**src/rtl/uart_pkg.sv**
```systemverilog
// Shared ASCII constants, FSM encoding and byte classifier for the UART digit path.
package uart_pkg;

  localparam logic [7:0] ASCII_DIGIT_LO = 8'h30;
  localparam logic [7:0] ASCII_DIGIT_HI = 8'h37;
  localparam logic [7:0] ASCII_CLR_U    = 8'h43;
  localparam logic [7:0] ASCII_CLR_L    = 8'h63;
  localparam logic [7:0] ASCII_LF       = 8'h0A;
  localparam logic [7:0] ASCII_CR       = 8'h0D;

  typedef enum logic {
    IDLE = 1'b0,
    SHOW = 1'b1
  } seq_state_e;

  typedef enum logic [1:0] {
    CLS_DIGIT = 2'd0,
    CLS_CLEAR = 2'd1,
    CLS_EOL   = 2'd2,
    CLS_BAD   = 2'd3
  } char_class_e;

  // Line endings are swallowed quietly; anything not otherwise known is bad.
  function automatic char_class_e classify(input logic [7:0] b);
    char_class_e c;
    if (b >= ASCII_DIGIT_LO && b <= ASCII_DIGIT_HI)  c = CLS_DIGIT;
    else if (b == ASCII_CLR_U || b == ASCII_CLR_L)   c = CLS_CLEAR;
    else if (b == ASCII_LF || b == ASCII_CR)         c = CLS_EOL;
    else                                             c = CLS_BAD;
    return c;
  endfunction

endpackage

```
**src/rtl/digit_fifo.sv**
```systemverilog
// Small synchronous FIFO; push, pop and flush all resolve on the same edge.
module digit_fifo #(
  parameter  int DEPTH = 4,
  parameter  int WIDTH = 3,
  localparam int AW    = $clog2(DEPTH),
  localparam int CW    = $clog2(DEPTH + 1)
) (
  input  logic             clk,
  input  logic             rst_n,
  input  logic             push,
  input  logic [WIDTH-1:0] din,
  input  logic             pop,
  input  logic             flush,
  output logic [WIDTH-1:0] head,
  output logic [CW-1:0]    count,
  output logic             full
);

  logic [WIDTH-1:0] mem [DEPTH];
  logic [AW-1:0]    wr_ptr, rd_ptr;
  logic             do_push, do_pop;

  // Full comes from the count so a wrapped pointer pair is never ambiguous.
  assign full    = (count == CW'(DEPTH));
  assign do_push = push && !full && !flush;
  assign do_pop  = pop && (count != '0) && !flush;
  assign head    = mem[rd_ptr];

  // Pointers and occupancy; pointers wrap naturally because DEPTH is a power of two.
  always_ff @(posedge clk or negedge rst_n) begin
    if (!rst_n) begin
      wr_ptr <= '0;
      rd_ptr <= '0;
      count  <= '0;
    end else if (flush) begin
      wr_ptr <= '0;
      rd_ptr <= '0;
      count  <= '0;
    end else begin
      if (do_push) wr_ptr <= wr_ptr + AW'(1);
      if (do_pop)  rd_ptr <= rd_ptr + AW'(1);
      count <= count + CW'(do_push) - CW'(do_pop);
    end
  end

  // Storage is not reset; head is only consumed when count is non-zero.
  always_ff @(posedge clk) begin
    if (do_push) mem[wr_ptr] <= din;
  end

endmodule

```
**src/rtl/uart_digit_sequencer.sv**
```systemverilog
// Filters UART bytes to octal digits, queues them and shows each for a fixed hold time.
module uart_digit_sequencer
  import uart_pkg::*;
#(
  parameter  int HOLD_CYCLES = 50_000_000,
  parameter  int FIFO_DEPTH  = 4,
  localparam int CW          = $clog2(FIFO_DEPTH + 1),
  localparam int TW          = (HOLD_CYCLES > 1) ? $clog2(HOLD_CYCLES) : 1
) (
  input  logic          clk,
  input  logic          rst_n,
  input  logic [7:0]    rx_data,
  input  logic          rx_valid,
  output logic          rx_ready,
  output logic [2:0]    digit_bcd,
  output logic          digit_active,
  output logic          bad_char,
  output logic          overflow,
  output logic [CW-1:0] fifo_count
);

  seq_state_e  state_q, state_d;
  char_class_e cls;
  logic [TW-1:0] timer_q;
  logic [2:0]  fifo_head;
  logic        fifo_full, fifo_nonempty;
  logic        accept, clr, push, pop, timer_done;

  assign cls           = classify(rx_data);
  assign rx_ready      = !fifo_full;
  assign accept        = rx_valid && rx_ready;
  assign clr           = accept && (cls == CLS_CLEAR);
  assign push          = accept && (cls == CLS_DIGIT);
  assign fifo_nonempty = (fifo_count != '0);
  assign timer_done    = (timer_q == '0);
  // Clear beats any pop; IDLE pops immediately, SHOW pops only on expiry.
  assign pop           = !clr && fifo_nonempty && ((state_q == IDLE) || timer_done);

  digit_fifo #(
    .DEPTH (FIFO_DEPTH),
    .WIDTH (3)
  ) u_fifo (
    .clk   (clk),
    .rst_n (rst_n),
    .push  (push),
    .din   (rx_data[2:0]),
    .pop   (pop),
    .flush (clr),
    .head  (fifo_head),
    .count (fifo_count),
    .full  (fifo_full)
  );

  // State register.
  always_ff @(posedge clk or negedge rst_n) begin
    if (!rst_n) state_q <= IDLE;
    else        state_q <= state_d;
  end

  // Next state: leave SHOW only when the hold expires with nothing queued.
  always_comb begin
    state_d = state_q;
    if (clr) begin
      state_d = IDLE;
    end else begin
      case (state_q)
        IDLE:    if (fifo_nonempty) state_d = SHOW;
        SHOW:    if (timer_done && !fifo_nonempty) state_d = IDLE;
        default: state_d = IDLE;
      endcase
    end
  end

  // Moore output: the display is live for the whole of SHOW.
  always_comb begin
    digit_active = (state_q == SHOW);
  end

  // Hold timer: reload on every pop, count down while showing.
  always_ff @(posedge clk or negedge rst_n) begin
    if (!rst_n)                             timer_q <= '0;
    else if (clr)                           timer_q <= '0;
    else if (pop)                           timer_q <= TW'(HOLD_CYCLES - 1);
    else if (state_q == SHOW && !timer_done) timer_q <= timer_q - TW'(1);
  end

  // Displayed digit keeps its value through IDLE until the next pop or clear.
  always_ff @(posedge clk or negedge rst_n) begin
    if (!rst_n)   digit_bcd <= '0;
    else if (clr) digit_bcd <= '0;
    else if (pop) digit_bcd <= fifo_head;
  end

  // Status flags: one-cycle reject pulse and sticky overflow.
  always_ff @(posedge clk or negedge rst_n) begin
    if (!rst_n) begin
      bad_char <= 1'b0;
      overflow <= 1'b0;
    end else begin
      bad_char <= accept && (cls == CLS_BAD);
      if (clr)                       overflow <= 1'b0;
      else if (rx_valid && !rx_ready) overflow <= 1'b1;
    end
  end

endmodule

```
**config.mk**
```make
export PLATFORM = sky130hd
export DESIGN_NAME = uart_digit_sequencer
export DESIGN_NICKNAME = d
export VERILOG_FILES = /design/src/rtl/uart_pkg.sv /design/src/rtl/digit_fifo.sv /design/src/rtl/uart_digit_sequencer.sv
export SDC_FILE = /design/constraint.sdc
export NUM_CORES = 1
export LEC_CHECK = 0
export CAP_MARGIN = 20
export CORE_UTILIZATION = 40
export DETAILED_ROUTE_END_ITERATION = 8
export PLACE_DENSITY_LB_ADDON = 0.05
export SETUP_SLACK_MARGIN = 0.05
export SYNTH_ARGS = -nofsm -noshare
export SYNTH_HDL_FRONTEND = slang
export SYNTH_SLANG_ARGS = --single-unit
export TNS_END_PERCENT = 20
```
**constraint.sdc**
```tcl
create_clock -name clk -period 3.2 [get_ports clk]
set_input_delay 0.64 -clock clk [delete_from_list [all_inputs] [get_ports clk]]
set_output_delay 0.64 -clock clk [all_outputs]
set_load 0.01 [all_outputs]
```
======== After elaboration in Yosys (flattened, before gate mapping) ========
Memory sizes are Yosys's and may differ from the RTL's.
Cells that the tools add are included.
storage, ports and cells
  bits in registers ....................... 39
  logic and storage cells ................. 74
  memories ................................ 1
  input port bits ......................... 11
  output and inout bits ................... 10
  RAM bits ................................ 12
memory list
  name        depth  bits a word  rd ports  clocked after Yosys merged registers in  wr ports  line              text
  u_fifo.mem  4      3            1         0                                        1         digit_fifo.sv:19  logic [WIDTH-1:0] mem [DEPTH];
cells by class
  magnitude comparators ................... 2
  add/subtract/negate cells ............... 5
  muxes and demuxes ....................... 21
  reductions and logical operators ........ 29
  equality and inequality tests ........... 7
  bitwise operators ....................... 1
operator list
  kind                                                                count
  2-to-1 mux 26 bit                                                   3
  zero test 26 bit                                                    1
  subtractor 26 x 1 -> 26 bit (second input constant)                 1
  == test 8 x 4 -> 1 bit (second input constant)                      2
  == test 8 x 7 -> 1 bit (second input constant)                      2
  logical AND 1 bit                                                   14
  2-to-1 mux 2 bit                                                    6
  2-to-1 mux 3 bit                                                    3
  greater-or-equal comparator 8 x 6 -> 1 bit (second input constant)  1
  <= comparator 8 x 6 -> 1 bit (second input constant)                1
  2-to-1 mux 1 bit                                                    8
  nonzero test 2 bit                                                  4
  nonzero test 3 bit                                                  2
  adder 2 x 1 -> 2 bit (second input constant)                        2
  zero test 1 bit                                                     4
  adder 3 x 1 -> 3 bit                                                1
  == test 3 bit (second input constant)                               1
  logical OR 1 bit                                                    3
  subtractor 3 x 1 -> 3 bit                                           1
  == test 2 x 1 -> 1 bit (second input constant)                      1
  == test 2 bit (second input constant)                               1
  zero test 2 bit                                                     1
  one-hot mux 1 bit (2 select lines)                                  1
  NOT 1 bit                                                           1

======== Depth between registers and ports, before layout ========
Gate-level depths: netlist of run 1.
  depth after elaboration ................. 14
  mapped depth ............................ 15
  depth with buffers taken out ............ 14

======== Hierarchy ========
Synthesis of run 1 repeated with hierarchy kept, for this count alone.
second synthesis, totals
  cells, all modules ...................... 291
  area total of the unflattened synthesis .. 2955.3 sq um
modules (own cells, without submodules)
  module                times used  seq. area each (sq um)  area an instance (sq um)  cells each
  uart_digit_sequencer  1           800.8                   2050.7                    228
  digit_fifo            1           535.5                   904.6                     63

======== Worst setup path after synthesis of run 1 ========
OpenSTA, ideal clock, no wires.
  path type ............................... register to register
  from .................................... register timer_q[0]
  to ...................................... register u_fifo.count[2]
  data required time ...................... 3068 ps
  library setup time ...................... 132 ps
  stages on the path, launching flop included .. 16
  buffers on the path ..................... 1
  slack ................................... 93 ps
  arrival ................................. 2975 ps
  path through ............................ dfrtp_1 -> inv_1 -> ha_1 -> nor4b_2 -> nand4_4 -> o32a_1 -> buf_6 -> nor2_1 -> ha_1 -> inv_1 -> ha_1 -> inv_1 -> fa_1 -> xor2_1 -> xnor2_1 -> nor2_1
on the way
  longest elaborated chain between the ends .. 7
RTL lines
  item                            line                        text
  start: declaration              uart_digit_sequencer.sv:24  logic [TW-1:0] timer_q;
  start signal: assignment        uart_digit_sequencer.sv:83  else if (pop) timer_q <= TW'(HOLD_CYCLES - 1);
  start signal: assignment        uart_digit_sequencer.sv:84  else if (state_q == SHOW && !timer_done) timer_q <= timer_q - TW'(1);
  zero test 26 bit                uart_digit_sequencer.sv:35  assign timer_done = (timer_q == '0);
  logical OR 1 bit                uart_digit_sequencer.sv:37  assign pop = !clr && fifo_nonempty && ((state_q == IDLE) || timer_done);
  logical AND 1 bit               uart_digit_sequencer.sv:37
  logical AND 1 bit (2 in a row)  digit_fifo.sv:26            assign do_pop = pop && (count != '0) && !flush;
  subtractor 3 x 1 -> 3 bit       digit_fifo.sv:42            count <= count + CW'(do_push) - CW'(do_pop);
  2-to-1 mux 3 bit                digit_fifo.sv:35            end else if (flush) begin
  end signal: assignment          digit_fifo.sv:42
  end: declaration                digit_fifo.sv:15            output logic [CW-1:0] count,
No other way between the ends.
A chain may end at the register's enable or synchronous reset.

======== Worst setup path after layout of run 1 ========
  from .................................... register timer_q[19]
  to ...................................... register u_fifo.count[2]
The elaborated chain is that of the path after synthesis.

==> results of run 1 <==
-- cell families (layout without fill, tap and decap cells) --
| group | after synthesis | count (layout) |
|---|---|---|
| AO/OA/AOI/OAI | 68 | 68 |
| XOR/XNOR | 3 | 3 |
| adder cells (fa/ha/maj) | 8 | 8 |
| buffers and inverters | 24 | 56 |
| flip-flops | 51 | 51 |
| multiplexers | 8 | 8 |
| AND/OR/NAND/NOR | 108 | 108 |
-- Yosys cell counts (2+ instances only) --
library cell               number
sky130_fd_sc_hd__xnor2_1        2
sky130_fd_sc_hd__ha_1           7
sky130_fd_sc_hd__or4_1          4
sky130_fd_sc_hd__a21o_1         2
sky130_fd_sc_hd__or3_1          6
sky130_fd_sc_hd__nor3_1        14
sky130_fd_sc_hd__and2_1         5
sky130_fd_sc_hd__a311oi_1       8
sky130_fd_sc_hd__mux2_2         2
sky130_fd_sc_hd__nand2_1       19
sky130_fd_sc_hd__o41ai_1        4
sky130_fd_sc_hd__o21ai_0       11
sky130_fd_sc_hd__nand3_1        8
sky130_fd_sc_hd__edfxtp_1      12
sky130_fd_sc_hd__nand4_1        2
sky130_fd_sc_hd__a21oi_1       18
sky130_fd_sc_hd__buf_2          3
sky130_fd_sc_hd__nor2_1        24
sky130_fd_sc_hd__a31oi_1        6
sky130_fd_sc_hd__a211oi_1       3
sky130_fd_sc_hd__inv_1          9
sky130_fd_sc_hd__nand3b_1       2
sky130_fd_sc_hd__mux4_2         3
sky130_fd_sc_hd__nor2b_1        2
sky130_fd_sc_hd__mux2i_1        3
sky130_fd_sc_hd__nor4_1         8
sky130_fd_sc_hd__clkbuf_1      10
sky130_fd_sc_hd__dfrtp_1       39
sky130_fd_sc_hd__o21a_1         2
sky130_fd_sc_hd__a211o_1        4
-- stage by stage --
step | cell area (µm²) | hold WS, ns | setup slack, ns | power (µW)
2_1_floorplan | 2766 | 0.3444 | 0.09269 | 1439
3_3_place_gp | 3114 | 0.4837 | 0.1265 | 1709
3_5_place_dp | 3114 | 0.4902 | 0.08203 | 1722
4_1_cts | 3212 | 0.4938 | 0.1351 | 2133
5_1_grt | 3259 | 0.5186 | 0.01736 | 2326
6_report | 3259 | 0.4337 | 0.1981 | 2167
-- state kept, by name (all words and copies together), names as in the netlist --
| name | count |
|---|---|
| u_fifo.wr_ptr | 2 |
| u_fifo.count | 3 |
| digit_active | 1 |
| u_fifo.rd_ptr | 2 |
| timer_q | 26 |
| u_fifo.mem | 12 |
| bad_char | 1 |
| overflow | 1 |
| digit_bcd | 3 |
-- worst reg2reg max path, delay by kind of cell (launching register included) --
family / cells / cell delay [ns]
AO/OA/AOI/OAI: 1 / 0.32
flip-flops: 1 / 0.43
AND/OR/NAND/NOR: 4 / 0.99
adder cells (fa/ha/maj): 3 / 0.72
XOR/XNOR: 2 / 0.33
buffers and inverters: 2 / 0.10
-- power groups by stage --
stage	clock network (µW)	registers (µW)	logic (µW)
2_1_floorplan	0	1030	408
3_3_place_gp	0	1060	652
3_5_place_dp	0	1060	663
4_1_cts	420	1050	668
5_1_grt	443	1090	794
6_report	409	1050	704
-- path summary, 6_finish.rpt --
kind,from,endpoint,cells after the start
min,rst_n,digit_bcd[1],1
max reg2reg,timer_q[19],u_fifo.count[2],12
min reg2reg,overflow,overflow,2
max in group asynchronous,rst_n,timer_q[3],1
max,timer_q[19],u_fifo.count[2],12
min in group clk,overflow,overflow,2
-- routing by layer --
metal | share of wire [%] | global-route usage, % | wire, µm | up-vias
met5 | 0 | 0 | 0 | -
met3 | 2.7 | 3.113 | 179 | 6
met1 | 50 | 28.21 | 3356 | 1110
met2 | 46 | 32.84 | 3124 | 30
met4 | 0.85 | 4.622 | 57 | 0
li1 | - | - | - | 1095
-- cell type report --
type,instances,area share [%]
Multi-Input combinational cell,195,41.65
Inverter,9,1.036
Tap cell,77,2.956
Clock buffer,5,2.111
Clock inverter,3,0.8829
Sequential cell,51,41.00
Timing Repair Buffer,39,10.36
-- timing repair --
action	CTS	global route
gates resized for setup	0	4
hold buffers	0	0
buffers inserted	0	3
endpoints found under the setup margin	0	1
==> impl_metrics.csv, run 1 <==
group,metric,value,unit
logic_synthesis,synthSimpleGateAreaFrac,21.62,%
layout,num_antenna_cells,0,
worst_setup_path,cpMaxStageDelayCell,"sky130_fd_sc_hd__or4_4",
detailed_routing,routedWlPerCell,17.73,µm
timing,relSlewSlack,39.45,%
logic_synthesis,synth.lib_cells_used.distinct,58,
logic_synthesis,yosys_most_used_dff,"sky130_fd_sc_hd__dfrtp_1",
placement,gpl.final_weighted_congestion,0.7798,
logic_synthesis,yosysSeqAreaShare,48.30,%
logic_synthesis,post-synth-top-area-cell,"sky130_fd_sc_hd__dfrtp_1",
power_and_ir_drop,power.internal,1390,µW
floorplan,die_w,85.16,µm
global_route,number_of_global_route_vias_before_repair,2255,
power_and_ir_drop,p_sw_share,35.84,%
layout,syn2layout_area_growth,17.82,%
detailed_routing,vias,2241,
power_and_ir_drop,pwr-share-clk,18.9,%
logic_synthesis,synth.area.top_cells,"sky130_fd_sc_hd__dfrtp_1 (35%), sky130_fd_sc_hd__edfxtp_1 (13%), sky130_fd_sc_hd__a21oi_1 (3.3%), sky130_fd_sc_hd__nor2_1 (3.3%), sky130_fd_sc_hd__ha_1 (3.2%)",
layout,finish.utilization,50.18,%
logic_synthesis,netlist_area,2766,µm²
detailed_routing,antenna_violating_nets_post_route,0,
global_route,all_layer_gr_usage,20.09,%
floorplan,ios,21,
floorplan,coreArea,6495,µm²
timing,worst_margin_slew,0.9082,ns
timing,timing.setup.tns,0,ns
timing,achievable-frequency,333.1,MHz
timing,rsz_0062_raised_after_global_routing,"false",
layout,multi_input_comb_area,1358,µm²
worst_setup_path,critPathCaptureType,"register",
logic_synthesis,synth_compound_area_share,17.19,%
detailed_routing,first_pass_iters,4,
placement,place.port_buffers,20,
logic_synthesis,largest_family_of_logic_cells_by_synthesized_area,"simple AND/OR/NAND/NOR gates",
floorplan,start_util,42.59,%
layout,layout.cells.most_common,"sky130_fd_sc_hd__dfrtp_1",
layout,seq_area,1336,µm²
worst_setup_path,critical_path_required,3.40,ns
floorplan,die_h,85.16,µm
power_and_ir_drop,power.density,664.9,nW/µm²
worst_setup_path,setup.worst_path.start_class,"register",
logic_synthesis,async_reset_ff_share,76.47,%
timing,timing.final.crit_period,3.002,ns
clock_network,cts.htree.levels,2,
power_and_ir_drop,part_of_the_power_in_registers,48.7,%
clock_network,worst_setup_hold_path_clk_slew,0.10,ns
status,run_status,"finished clean",
worst_setup_path,critical_path.n_buffers_inverters,2,
global_route,antenna_violations_before_repair,0,
timing,final.setup_skew,0.005287,ns
logic_synthesis,gate_count_of_the_mapped_netlist,270,
logic_synthesis,post_synth_fa_ha_maj_area_fraction,3.890,%
layout,layoutNonFillerInstCount,379,
placement,place_hpwl,4510,µm
floorplan,fp-row-count,29,
global_route,wire_length_of_the_first_global_routing_pass,11310,µm
worst_setup_path,timing.critical_path.arrival,3.20,ns
clock_network,cts_buffers,5,
worst_setup_path,worst_path_cell_trace,"or4_4 -> or2_4 -> o32a_1 -> nor2_1 -> ha_1 -> inv_1 -> ha_1 -> inv_1 -> fa_1 -> xor2_1 -> xnor2_1 -> nor2_1",
hold_path,worstHoldPathType,"primary input to asynchronous set/reset pin",
logic_synthesis,synth_nets,289,
detailed_routing,avgViaCountPerCell,5.913,
logic_synthesis,yosys_register_bits,51,
global_route,globalRoute.totalOverflow,0,
floorplan,die_area,7252,µm²
worst_setup_path,critical_path.max_stage_delay,0.54,ns
clock_network,clk-insertion-delay-late,0.31,ns
layout,layout-drive-gt1-share,14.90,%
logic_synthesis,postSynthAreaPerCell,10.25,µm²
power_and_ir_drop,comb_power_share,32.5,%
clock_network,clk_path_buf_depth,2,
worst_setup_path,worstPathMaxFanout,5,
power_and_ir_drop,ir_worst_vdd,0.3684,mV
clock_network,cts_root_buffer,"sky130_fd_sc_hd__clkbuf_8",
logic_synthesis,synth-edff-count,12,
placement,dp.cells,368,
timing,hold_viol,0,
global_route,grt_start_max_net_pins,40,
clock_network,cts_tree,"yes",
timing,timing.final.max_slew_violations,0,
detailed_routing,first_drt_iteration_drcs,151,
logic_synthesis,synth_top_cell_area_share,35.28,%
logic_synthesis,yosys_warnings,0,
layout,most-common-layout-cells,"sky130_fd_sc_hd__dfrtp_1 (39), sky130_fd_sc_hd__nor2_1 (24), sky130_fd_sc_hd__nand2_1 (19), sky130_fd_sc_hd__clkdlybuf4s50_1 (19), sky130_fd_sc_hd__buf_4 (19)",
timing,setup_viol_count_final,0,
detailed_routing,drcViolationCount,0,
worst_setup_path,timing.setup.critical_path_class,"register to register",
worst_setup_path,critical_path.top_delay_family,"simple AND/OR/NAND/NOR gates",
layout,fin_nets,320,
logic_synthesis,synth-xor-area-share,0.9498,%
detailed_routing,detail_route.wirelength,6719,µm
logic_synthesis,synthMuxAreaShare,4.342,%
clock_network,clock_sinks,51,
timing,final_min_period_over_clock_period,93.81,%
worst_setup_path,setup.reg_to_reg.worst_slack,0.20,ns
flow_run,maxCapViolCount,0,
power_and_ir_drop,p_sw,776.6,µW
layout,filler_cell_count,610,
power_and_ir_drop,leakage,0.001252,µW
Power figures use the tool's default switching activity.
==> run 2, diff against run 1 <==
HOLD_SLACK_MARGIN = 0.05   (was default)
TNS_END_PERCENT = 10   (was 20)
==> results of run 2 <==
No change in the layout: final DEF, timing and power equal those of run 1.
==> run 3, diff against run 2 <==
CORE_MARGIN = 1.5   (was default)
GPL_TIMING_DRIVEN = 1   (was default)
==> impl_metrics.csv, run 3 (synthesized netlist as in run 1, its figures left out) <==
group,metric,value,unit
timing,timing.final.ws_setup,0.2205,ns
global_route,antenna_violations_before_repair,0,
worst_setup_path,timing.critical_path.arrival,3.17,ns
layout,most-common-layout-cells,"sky130_fd_sc_hd__dfrtp_1 (39), sky130_fd_sc_hd__nor2_1 (23), sky130_fd_sc_hd__buf_4 (23)",
detailed_routing,detail_route.wirelength,6564,µm
timing,worst_margin_slew,0.9192,ns
detailed_routing,detail_route.wirelength.met1,3221,µm
layout,largest_register,"timer_q",
placement,place_ws,0.07360,ns
clock_network,cts_root_buffer,"sky130_fd_sc_hd__clkbuf_8",
clock_network,clk_path_buf_depth,2,
timing,achievable-frequency,335.6,MHz
clock_network,cts.htree.levels,2,
placement,placement_stage_cell_area,3126,µm²
clock_network,cts_tree,"yes",
worst_setup_path,worstPathMaxFanout,5,
worst_setup_path,setup.worst_path.start_class,"register",
flow_run,maxCapViolCount,0,
worst_setup_path,worst_path_cell_trace,"or4_4 -> or2_4 -> o32a_1 -> nor2_2 -> ha_1 -> inv_1 -> ha_1 -> inv_1 -> fa_2 -> xor2_1 -> xnor2_1 -> nor2_1",
floorplan,ios,21,
layout,largest_register_ffs,26,
detailed_routing,first_pass_iters,4,
layout,layout.cells.most_common,"sky130_fd_sc_hd__dfrtp_1",
clock_network,clock_sinks,51,
clock_network,clk-insertion-delay-late,0.31,ns
timing,rsz_0062_raised_after_global_routing,"false",
placement,place.port_buffers,20,
worst_setup_path,critPathCaptureType,"register",
global_route,globalRoute.totalOverflow,0,
global_route,wire_length_of_the_first_global_routing_pass,10620,µm
detailed_routing,first_drt_iteration_drcs,191,
detailed_routing,avgViaCountPerCell,5.813,
detailed_routing,drcViolationCount,0,
placement,place_hpwl,4370,µm
timing,timing.final.crit_period,2.979,ns
floorplan,start_util,40.94,%
status,run_status,"finished clean",
worst_setup_path,critical_path.max_stage_delay,0.55,ns
floorplan,coreArea,6756,µm²
detailed_routing,antenna_violating_nets_post_route,0,
detailed_routing,routedWlPerCell,17.01,µm
layout,layout-drive-gt1-share,16.67,%
power_and_ir_drop,leakage,0.001262,µW
detailed_routing,detailroute.wirelength.met3,323,µm
clock_network,cts_buffers,5,
power_and_ir_drop,power.density,648.9,nW/µm²
global_route,all_layer_gr_usage,18.54,%
layout,syn2layout_area_growth,18.45,%
floorplan,die_h,86.16,µm
timing,setup_viol_count_final,0,
timing,relSlewSlack,38.72,%
detailed_routing,vias,2244,
detailed_routing,wl_met2,2904,µm
layout,num_antenna_cells,0,
timing,final.setup_skew,0.01473,ns
floorplan,fp-row-count,30,
placement,gpl.final_weighted_congestion,0.7642,
power_and_ir_drop,ir_worst_vdd,0.4207,mV
global_route,number_of_global_route_vias_before_repair,2088,
clock_network,worst_setup_hold_path_clk_slew,0.11,ns
timing,hold_viol,0,
layout,top_regs,"timer_q: 26 flops, u_fifo.mem: 12 flops",
floorplan,die_w,86.16,µm
layout,final_area,3277,µm²
hold_path,worstHoldPathType,"primary input to asynchronous set/reset pin",
timing,final_min_period_over_clock_period,93.11,%
global_route,grt_start_max_net_pins,40,
detailed_routing,dr.max_layer_used,"met4",
timing,timing.final.max_slew_violations,0,
worst_setup_path,timing.setup.critical_path_class,"register to register",
worst_setup_path,cpMaxStageDelayCell,"sky130_fd_sc_hd__or4_4",
clock_network,cts.hold.buffers_added,0,
worst_setup_path,critical_path_required,3.39,ns
floorplan,die_area,7424,µm²
timing,timing.setup.tns,0,ns
layout,fin_nets,324,
-- run 3: power breakdown --
part	internal (µW)	total (µW)	switching, µW
Combinational	377	680	304
Sequential	839	1050	209
Clock	161	398	237
Total	1380	2130	749
-- run 3: layer usage --
layer	GRT usage (%)	vias to the layer above
met1	27.04	1085
met3	3.561	9
met4	6.452	0
met5	0	-
met2	27.56	60
li1	-	1090
-- run 3: worst paths after layout --
path	endpoint	slack [ns]	depth (start not counted)	start
max in group asynchronous	timer_q[9]	2.17	1	rst_n
worst max-delay path	u_fifo.count[2]	0.22	12	timer_q[19]
worst max register to register	u_fifo.count[2]	0.22	12	timer_q[19]
worst min-delay path	timer_q[13]	0.44	1	rst_n
min in group clk	overflow	0.50	2	overflow
worst min register to register	overflow	0.50	2	overflow
-- run 3: critical path, delay by kind of cell, from the launching register on --
family                   cells  cell delay, ns
XOR/XNOR                     2            0.33
flip-flops                   1            0.42
buffers and inverters        2            0.11
AO/OA/AOI/OAI                1            0.32
AND/OR/NAND/NOR              4            1.00
adder cells (fa/ha/maj)      3            0.70
-- run 3: cell type report --
type,instances,area [µm²]
repair buffers,43,367.9
clock buffers,5,68.82
multi-input cells,195,1344
flip-flops and latches,51,1336
fillers,628,3480
well taps,80,100.1
inverters,9,33.78
clock inverters,3,26.28
-- run 3: timing repair --
action / CTS / global route
endpoints found under the setup margin: 0 / 1
setup buffers: 0 / 6
resized for setup: 0 / 4
-- run 3: metrics by stage --
stage / utilization, % / total power, µW / hold slack (ns) / cells
finish: 48.50 / 2126 / 0.4433 / 386
global route: 48.50 / 2272 / 0.5282 / 386
CTS: 47.67 / 2116 / 0.4823 / 380
detailed placement: 46.26 / 1711 / 0.4869 / 372
global placement: 46.26 / 1702 / 0.4872 / 372
floorplan: - / 1439 / 0.3444 / 270
